--- config.mk ---
export PLATFORM = sky130hd
export DESIGN_NAME = t2mi_frame_scheduler
export DESIGN_NICKNAME = d
export VERILOG_FILES = /design/src/rtl/t2mi_pkg.sv /design/src/rtl/t2mi_wait_timer.sv /design/src/rtl/t2mi_frame_scheduler.sv
export SDC_FILE = /design/constraint.sdc
export NUM_CORES = 1
export LEC_CHECK = 0
export ABC_AREA = 1
export CORE_MARGIN = 2
export CORE_UTILIZATION = 55
export CTS_BUF_LIST = sky130_fd_sc_hd__clkbuf_2
export DETAILED_ROUTE_END_ITERATION = 6
export PLACE_DENSITY = 0.77
export SYNTH_ARGS = -nofsm -noshare
export SYNTH_HDL_FRONTEND = slang
export SYNTH_SLANG_ARGS = --single-unit
--- constraint.sdc ---
create_clock -name CLK -period 5.91 [get_ports CLK]
set_clock_uncertainty 0.05 [all_clocks]
set_input_delay 1.182 -clock CLK [delete_from_list [all_inputs] [get_ports CLK]]
set_output_delay 1.182 -clock CLK [all_outputs]
set_load 0.01 [all_outputs]
--- src/rtl/t2mi_pkg.sv ---
// T2-MI frame scheduler shared definitions.
// Packet type codes, timestamp modes and FSM state encoding.
package t2mi_pkg;

  localparam logic [7:0] PKT_TYPE_BB    = 8'h00;
  localparam logic [7:0] PKT_TYPE_L1CUR = 8'h10;
  localparam logic [7:0] PKT_TYPE_TS    = 8'h20;

  localparam logic [1:0] TS_TYPE_NONE = 2'd0;
  localparam logic [1:0] TS_TYPE_REL  = 2'd1;
  localparam logic [1:0] TS_TYPE_ABS  = 2'd2;

  typedef enum logic [3:0] {
    S_IDLE      = 4'd0,
    S_LATCH     = 4'd1,
    S_BB_REQ    = 4'd2,
    S_BB_WAIT   = 4'd3,
    S_TS_REQ    = 4'd4,
    S_TS_WAIT   = 4'd5,
    S_L1_REQ    = 4'd6,
    S_L1_WAIT   = 4'd7,
    S_FRAME_END = 4'd8
  } state_t;

  // Mode 3 is reserved and behaves like "none".
  function automatic logic ts_enabled(input logic [1:0] t);
    return (t == TS_TYPE_REL) || (t == TS_TYPE_ABS);
  endfunction

endpackage

--- src/rtl/t2mi_wait_timer.sv ---
// Loadable 16-bit down-counter guarding the packet-done wait.
// Expires while enabled once the count has reached zero.
module t2mi_wait_timer (
  input  logic        i_clk,
  input  logic        i_rst_n,
  input  logic        i_load,
  input  logic        i_en,
  input  logic [15:0] i_val,
  output logic        o_expired
);

  logic [15:0] r_cnt;

  always_ff @(posedge i_clk or negedge i_rst_n) begin
    if (!i_rst_n) begin
      r_cnt <= '0;
    end else if (i_load) begin
      r_cnt <= i_val;
    end else if (i_en && r_cnt != '0) begin
      r_cnt <= r_cnt - 16'd1;
    end
  end

  assign o_expired = i_en && (r_cnt == '0);

endmodule

--- src/rtl/t2mi_frame_scheduler.sv ---
// T2-MI per-frame packet sequencer: BB frames, timestamp, L1-current.
// Tracks packet_count and frame/superframe indices for the builder.
module t2mi_frame_scheduler
  import t2mi_pkg::*;
#(
  parameter int WAIT_TIMEOUT = 65535
) (
  input  logic       CLK,
  input  logic       RST,
  input  logic       ENABLE,
  input  logic [9:0] plp_num_blocks,
  input  logic [7:0] num_t2_frames,
  input  logic [1:0] timestamp_type,
  input  logic       BB_AVAIL,
  input  logic       PKT_DONE,
  output logic       PKT_START,
  output logic [7:0] PKT_TYPE,
  output logic [7:0] PKT_COUNT,
  output logic [7:0] FRAME_IDX,
  output logic [3:0] SUPERFRAME_IDX,
  output logic       FRAME_START,
  output logic       BUSY,
  output logic       TIMEOUT_ERR,
  output logic       PROTO_ERR
);

  localparam logic [15:0] LOAD_VAL = 16'(WAIT_TIMEOUT - 1);

  state_t     r_state;
  logic [9:0] r_blocks;
  logic [7:0] r_frames;
  logic [1:0] r_ts;
  logic [9:0] r_bb_cnt;
  logic [7:0] r_pkt_cnt;
  logic [7:0] r_frame;
  logic [3:0] r_sf;
  logic       r_first;
  logic       r_start;
  logic [7:0] r_type;
  logic [7:0] r_cnt_o;
  logic [7:0] r_fidx_o;
  logic [3:0] r_sf_o;
  logic       r_fstart;
  logic       r_busy;
  logic       r_tmo;
  logic       r_proto;

  logic       w_issue;
  logic [7:0] w_type;
  logic       w_in_wait;
  logic       w_expired;
  logic       w_bb_more;
  logic [8:0] w_frame_inc;
  logic       w_frame_wrap;
  state_t     w_after_bb;
  state_t     w_first_st;

  always_comb begin
    w_issue   = 1'b0;
    w_type    = PKT_TYPE_BB;
    w_in_wait = 1'b0;
    case (r_state)
      S_BB_REQ: w_issue = BB_AVAIL;
      S_TS_REQ: begin
        w_issue = 1'b1;
        w_type  = PKT_TYPE_TS;
      end
      S_L1_REQ: begin
        w_issue = 1'b1;
        w_type  = PKT_TYPE_L1CUR;
      end
      S_BB_WAIT, S_TS_WAIT, S_L1_WAIT: w_in_wait = 1'b1;
      default: ;
    endcase
  end

  assign w_bb_more    = ({1'b0, r_bb_cnt} + 11'd1) < {1'b0, r_blocks};
  assign w_frame_inc  = {1'b0, r_frame} + 9'd1;
  assign w_frame_wrap = w_frame_inc == {1'b0, r_frames};
  assign w_after_bb   = ts_enabled(r_ts) ? S_TS_REQ : S_L1_REQ;
  assign w_first_st   = (plp_num_blocks != '0) ? S_BB_REQ :
                        ts_enabled(timestamp_type) ? S_TS_REQ : S_L1_REQ;

  t2mi_wait_timer u_timer (
    .i_clk     (CLK),
    .i_rst_n   (RST),
    .i_load    (w_issue),
    .i_en      (w_in_wait),
    .i_val     (LOAD_VAL),
    .o_expired (w_expired)
  );

  always_ff @(posedge CLK or negedge RST) begin
    if (!RST) begin
      r_state   <= S_IDLE;
      r_blocks  <= '0;
      r_frames  <= '0;
      r_ts      <= '0;
      r_bb_cnt  <= '0;
      r_pkt_cnt <= '0;
      r_frame   <= '0;
      r_sf      <= '0;
      r_first   <= 1'b0;
      r_start   <= 1'b0;
      r_type    <= '0;
      r_cnt_o   <= '0;
      r_fidx_o  <= '0;
      r_sf_o    <= '0;
      r_fstart  <= 1'b0;
      r_busy    <= 1'b0;
      r_tmo     <= 1'b0;
      r_proto   <= 1'b0;
    end else begin
      r_start  <= 1'b0;
      r_fstart <= 1'b0;
      if (PKT_DONE && !w_in_wait) r_proto <= 1'b1;
      if (PKT_DONE && w_in_wait) r_pkt_cnt <= r_pkt_cnt + 8'd1;
      // Indices shown to the builder are frozen at each packet start.
      if (w_issue) begin
        r_start  <= 1'b1;
        r_type   <= w_type;
        r_cnt_o  <= r_pkt_cnt;
        r_fidx_o <= r_frame;
        r_sf_o   <= r_sf;
        r_fstart <= r_first;
        r_first  <= 1'b0;
      end
      case (r_state)
        S_IDLE: if (ENABLE) begin
          r_state <= S_LATCH;
          r_busy  <= 1'b1;
        end
        S_LATCH: begin
          r_blocks <= plp_num_blocks;
          r_frames <= (num_t2_frames == '0) ? 8'd1 : num_t2_frames;
          r_ts     <= timestamp_type;
          r_first  <= 1'b1;
          r_state  <= w_first_st;
        end
        S_BB_REQ: if (w_issue) r_state <= S_BB_WAIT;
        S_TS_REQ: r_state <= S_TS_WAIT;
        S_L1_REQ: r_state <= S_L1_WAIT;
        S_BB_WAIT, S_TS_WAIT, S_L1_WAIT: begin
          if (PKT_DONE) begin
            if (r_state == S_BB_WAIT) begin
              r_bb_cnt <= r_bb_cnt + 10'd1;
              r_state  <= w_bb_more ? S_BB_REQ : w_after_bb;
            end else if (r_state == S_TS_WAIT) begin
              r_state <= S_L1_REQ;
            end else begin
              r_state <= S_FRAME_END;
            end
          end else if (w_expired) begin
            r_state  <= S_IDLE;
            r_busy   <= 1'b0;
            r_tmo    <= 1'b1;
            r_bb_cnt <= '0;
          end
        end
        S_FRAME_END: begin
          r_bb_cnt <= '0;
          if (w_frame_wrap) begin
            r_frame <= '0;
            r_sf    <= r_sf + 4'd1;
          end else begin
            r_frame <= w_frame_inc[7:0];
          end
          r_state <= ENABLE ? S_LATCH : S_IDLE;
          r_busy  <= ENABLE;
        end
        default: begin
          r_state <= S_IDLE;
          r_busy  <= 1'b0;
        end
      endcase
    end
  end

  assign PKT_START      = r_start;
  assign PKT_TYPE       = r_type;
  assign PKT_COUNT      = r_cnt_o;
  assign FRAME_IDX      = r_fidx_o;
  assign SUPERFRAME_IDX = r_sf_o;
  assign FRAME_START    = r_fstart;
  assign BUSY           = r_busy;
  assign TIMEOUT_ERR    = r_tmo;
  assign PROTO_ERR      = r_proto;

endmodule

==> summary.md <==
The share of cells above drive strength 1 was 10.4%; the area share of the leading cell type in the synthesized netlist was 45.9%. Global routing used 3.12% of the available met3 tracks. The maximum frequency from static timing analysis came out at 329 MHz. After global routing, the most crowded layer is met2.

The kind of start point of the critical path is an input pin. The logs give 45 for the count of cell types in the netlist and 9 for the TritonCTS buffer count. The slew at the pin with the worst max-slew slack is 975 ps. The count of buffers added on input and output ports is 51. Multiplexer cells account for 0.211% of the synthesized area.

Most common flop cell mapped by yosys: dfrtp_1. The startpoint identified for the worst register-to-register timing path is r_state[1]. The largest total area in the synthesized netlist belongs to dfrtp_1. The antenna cell count was 0; the total routed wirelength was 11.4 mm. The number of standard cells after synthesis came out at 656. For the core box area, the log shows 9330 sq um. For this design, the sink count on the clock tree is 98. The cell sitting at the root of the clock tree is a clkbuf_2. The tools report the worst setup path startpoint as BB_AVAIL. The tools report the global-route wire length before repair as 19.6 mm. The via count of the first global-routing pass was 4193; the number of cells on the worst reg-to-reg path was 8. The maximum number of pins on one net before global-route repair is 64, and the compound-cell area share of the yosys netlist is 8.85%. In this run, synthesis inferred 0 flip-flops with an integrated enable.

TritonCTS built the clock tree. The logs give 0 for the final antenna-violating net count and 0 for the number of gates given a new drive strength after cts. Global routing used 32.9% of the available met1 tracks.

Category of the critical setup timing path: in -> reg. In this run the tightest slew margin relative to its limit is 34.9%. In this run, synthesis produced a sequential element count of 98.

The worst register-to-register path ends at u_timer.r_cnt[14]. Once the clock tree was built, the setup fixing pass inserted 0 buffers. The tools report the type of destination of the critical path as a register. The tools report the die outline area as 10500 sq um. The async set-or-reset flop fraction in the synthesized netlist was 100%.

For the number of nets in the finished design, the log shows 743. After the first detailed-routing iteration, the DRC count stood at 178. The logs give 0 for the number of antenna violations at the first check in global routing and 0 for the final number of setup-violating endpoints. The flow ran to the end, and the final reports show no timing, DRC or antenna violations. The logs give 8.59 mm for the detailed placer's ending HPWL and 2.37 mW for the overall power of the completed layout.

The final route contains 4315 vias. Data required time of the critical path: 6340 ps. Setup total negative slack on the finished layout was measured at 0 ps. The average cell area after synthesis is 8.15 sq um, and the hold buffer count at cts is 0. Once the floorplan was initialized, standard cells occupied 57.3% of the core. The average routed wire per standard cell came out at 13.5 um.

Dominant combinational cell family by area after synthesis: simple AND/OR/NAND/NOR gates. For this design the static power due to leakage is 2.98 nW. The final critical-path required period works out to 3040 ps.

Global routing used 23.9% of the available tracks. Global routing used 38.9% of the available met2 tracks. The tools report the total DRC errors in the routed layout as 0.

The clock slew seen by the registers of the worst setup and hold paths is 310 ps, and the clock latency on the worst-skew pair is 590 ps. The final-report max-slew violation count is 0. The signal on the critical path passes through clkdlybuf4s50_1 -> a21oi_4 -> inv_1 -> o21ai_0 -> o21ai_0.

The logs give 35 for the floorplan row count and 409 ps for the final worst hold slack. The synthesized netlist devotes 3.28% of its cell area to adder and majority cells. Class of the worst hold path: in -> async. In this design, the largest share of critical-path delay is due to compound AO/OA/AOI/OAI gates.

The floorplan step set the die height to 103 um. For flop-to-flop paths, the worst setup slack is 3130 ps. The total congestion overflow was 0. The tool flagged a number of max-cap violations equal to 0. The logs give 2 for the largest buffer count on any clock path and 3 for the H-tree depth. Leading cell type by number of instances after synthesis: nand2_1. Relative to the synthesized area, the layout overhead comes to 13.1%.

Sequential elements use 45.9% of the synthesized area. Summing every instance area after synthesis gives 5340 sq um. Data arrives at the worst endpoint at 3480 ps. By area the synthesized netlist is led by dfrtp_1 46%, nand2_1 12%, inv_1 5.9%. Along the worst path, the maximum fanout reaches 42. The largest single stage delay on the critical path is 790 ps.

The simple-gate share of the synthesized area works out to 29.3%. The power per standard cell area works out to 392 nW/um^2. The worst-case IR drop observed on VDD is 166 uV.

The first-pass detailed-route iteration total is 5. Setup repair after global routing left no endpoint under its margin. After detailed routing, the number of vias per cell comes to 5.15.

The xor-xnor portion of the synthesized cell area came out at 3.44%. Counting stages on the worst path, the most repeated cell is o21ai_0. Number of hold-slack violations in the final timing report: 0. The critical-path cell with the highest stage delay is a21oi_4. After layout, the worst path uses 51.5% of the clock period. Sorting the synthesized cells by how often they occur yields 177 x nand2_1, 98 x dfrtp_1, 84 x inv_1. Number of I/O pins: 58. The tools report the final estimated routing congestion in global placement as 0.830.

The Yosys step of the flow raised 0 warnings. The floorplan step set the die width to 103 um. The number of buffers and inverters on the critical path is 2.
[how the worst max path moves through the flow]
stage          cells past startpoint           endpoint
6_report                           5  u_timer.r_cnt[14]
5_1_grt                            5  u_timer.r_cnt[14]
4_1_cts                            5  u_timer.r_cnt[14]
3_5_place_dp                       5  u_timer.r_cnt[14]
3_3_place_gp                       5  u_timer.r_cnt[14]
2_1_floorplan                     12         r_state[2]
[layout by cell type (no fill, tap or decap), types with 2 or more instances in the layout]
master | Yosys | final
a21oi_1 | 14 | 14
buf_4 | 7 | 2
clkbuf_2 | 0 | 9
clkdlybuf4s50_1 | 0 | 50
clkinv_4 | 1 | 4
conb_1 | 1 | 6
dfrtp_1 | 98 | 98
ha_1 | 14 | 14
inv_1 | 84 | 84
inv_2 | 6 | 6
inv_6 | 1 | 4
nand2_1 | 177 | 177
nand2_2 | 8 | 8
nand2_4 | 4 | 4
nand3_1 | 42 | 42
nand3_2 | 4 | 4
nand3b_1 | 4 | 4
nand4_1 | 11 | 11
nor2_1 | 37 | 37
nor2_2 | 10 | 10
nor2_4 | 11 | 11
nor3_1 | 5 | 5
nor3_2 | 3 | 3
nor4_1 | 2 | 2
o21ai_0 | 43 | 43
o21ai_1 | 11 | 11
o21bai_1 | 2 | 2
o22ai_1 | 6 | 6
or2_1 | 2 | 2
or2_2 | 2 | 2
xnor2_1 | 4 | 4
xor2_1 | 17 | 17
[where the power goes]
group          total [mW]  switching, mW  internal, mW
logic                1.01          0.634         0.376
clock network       0.353          0.248         0.106
registers            1.01          0.151         0.858
total                2.37           1.03          1.34
[cells by family (layout without fill, tap and decap cells)]
logic type               Yosys count  count (layout)
buffers and inverters            112             160
AO/OA/AOI/OAI                     84              84
XOR/XNOR                          21              21
other                              1               6
AND/OR/NAND/NOR                  325             325
flip-flops                        98              98
multiplexers                       1               1
adder cells (fa/ha/maj)           14              14
[sequential cells by signal, summed over array words and instances, names as in the netlist, 2 cells and up]
signal / count
FRAME_IDX: 8
r_blocks: 10
r_frames: 8
r_sf: 4
r_bb_cnt: 10
PKT_TYPE: 2
SUPERFRAME_IDX: 4
r_frame: 8
r_state: 4
r_ts: 2
u_timer.r_cnt: 16
PKT_COUNT: 8
r_pkt_cnt: 8
[final cells by class]
cell class / count / area [sq um]
flip-flops and latches: 98 / 2450
clock inverters: 7 / 82.6
clock buffers: 9 / 45.0
fillers: 857 / 3280
inverters: 92 / 355
multi-input cells: 451 / 2430
well taps: 129 / 161
repair buffers: 52 / 515
[per-layer routing]
layer,wire [um],vias to the layer above
li1,-,2173
met1,5370,2026
met2,5320,95
met3,420,21
met4,249,0
met5,0,-
[through the flow]
stage	cells	setup slack (ps)	instance area, sq um	util [%]
after floorplan	661	3790	5360	-
after global placement	822	2350	5920	63.4
after detailed placement	822	2240	5920	63.4
after CTS	838	2880	6040	64.8
after global routing	838	2630	6040	64.8
final	838	2870	6040	64.8
No activity file was read; power rests on OpenSTA's default activity.
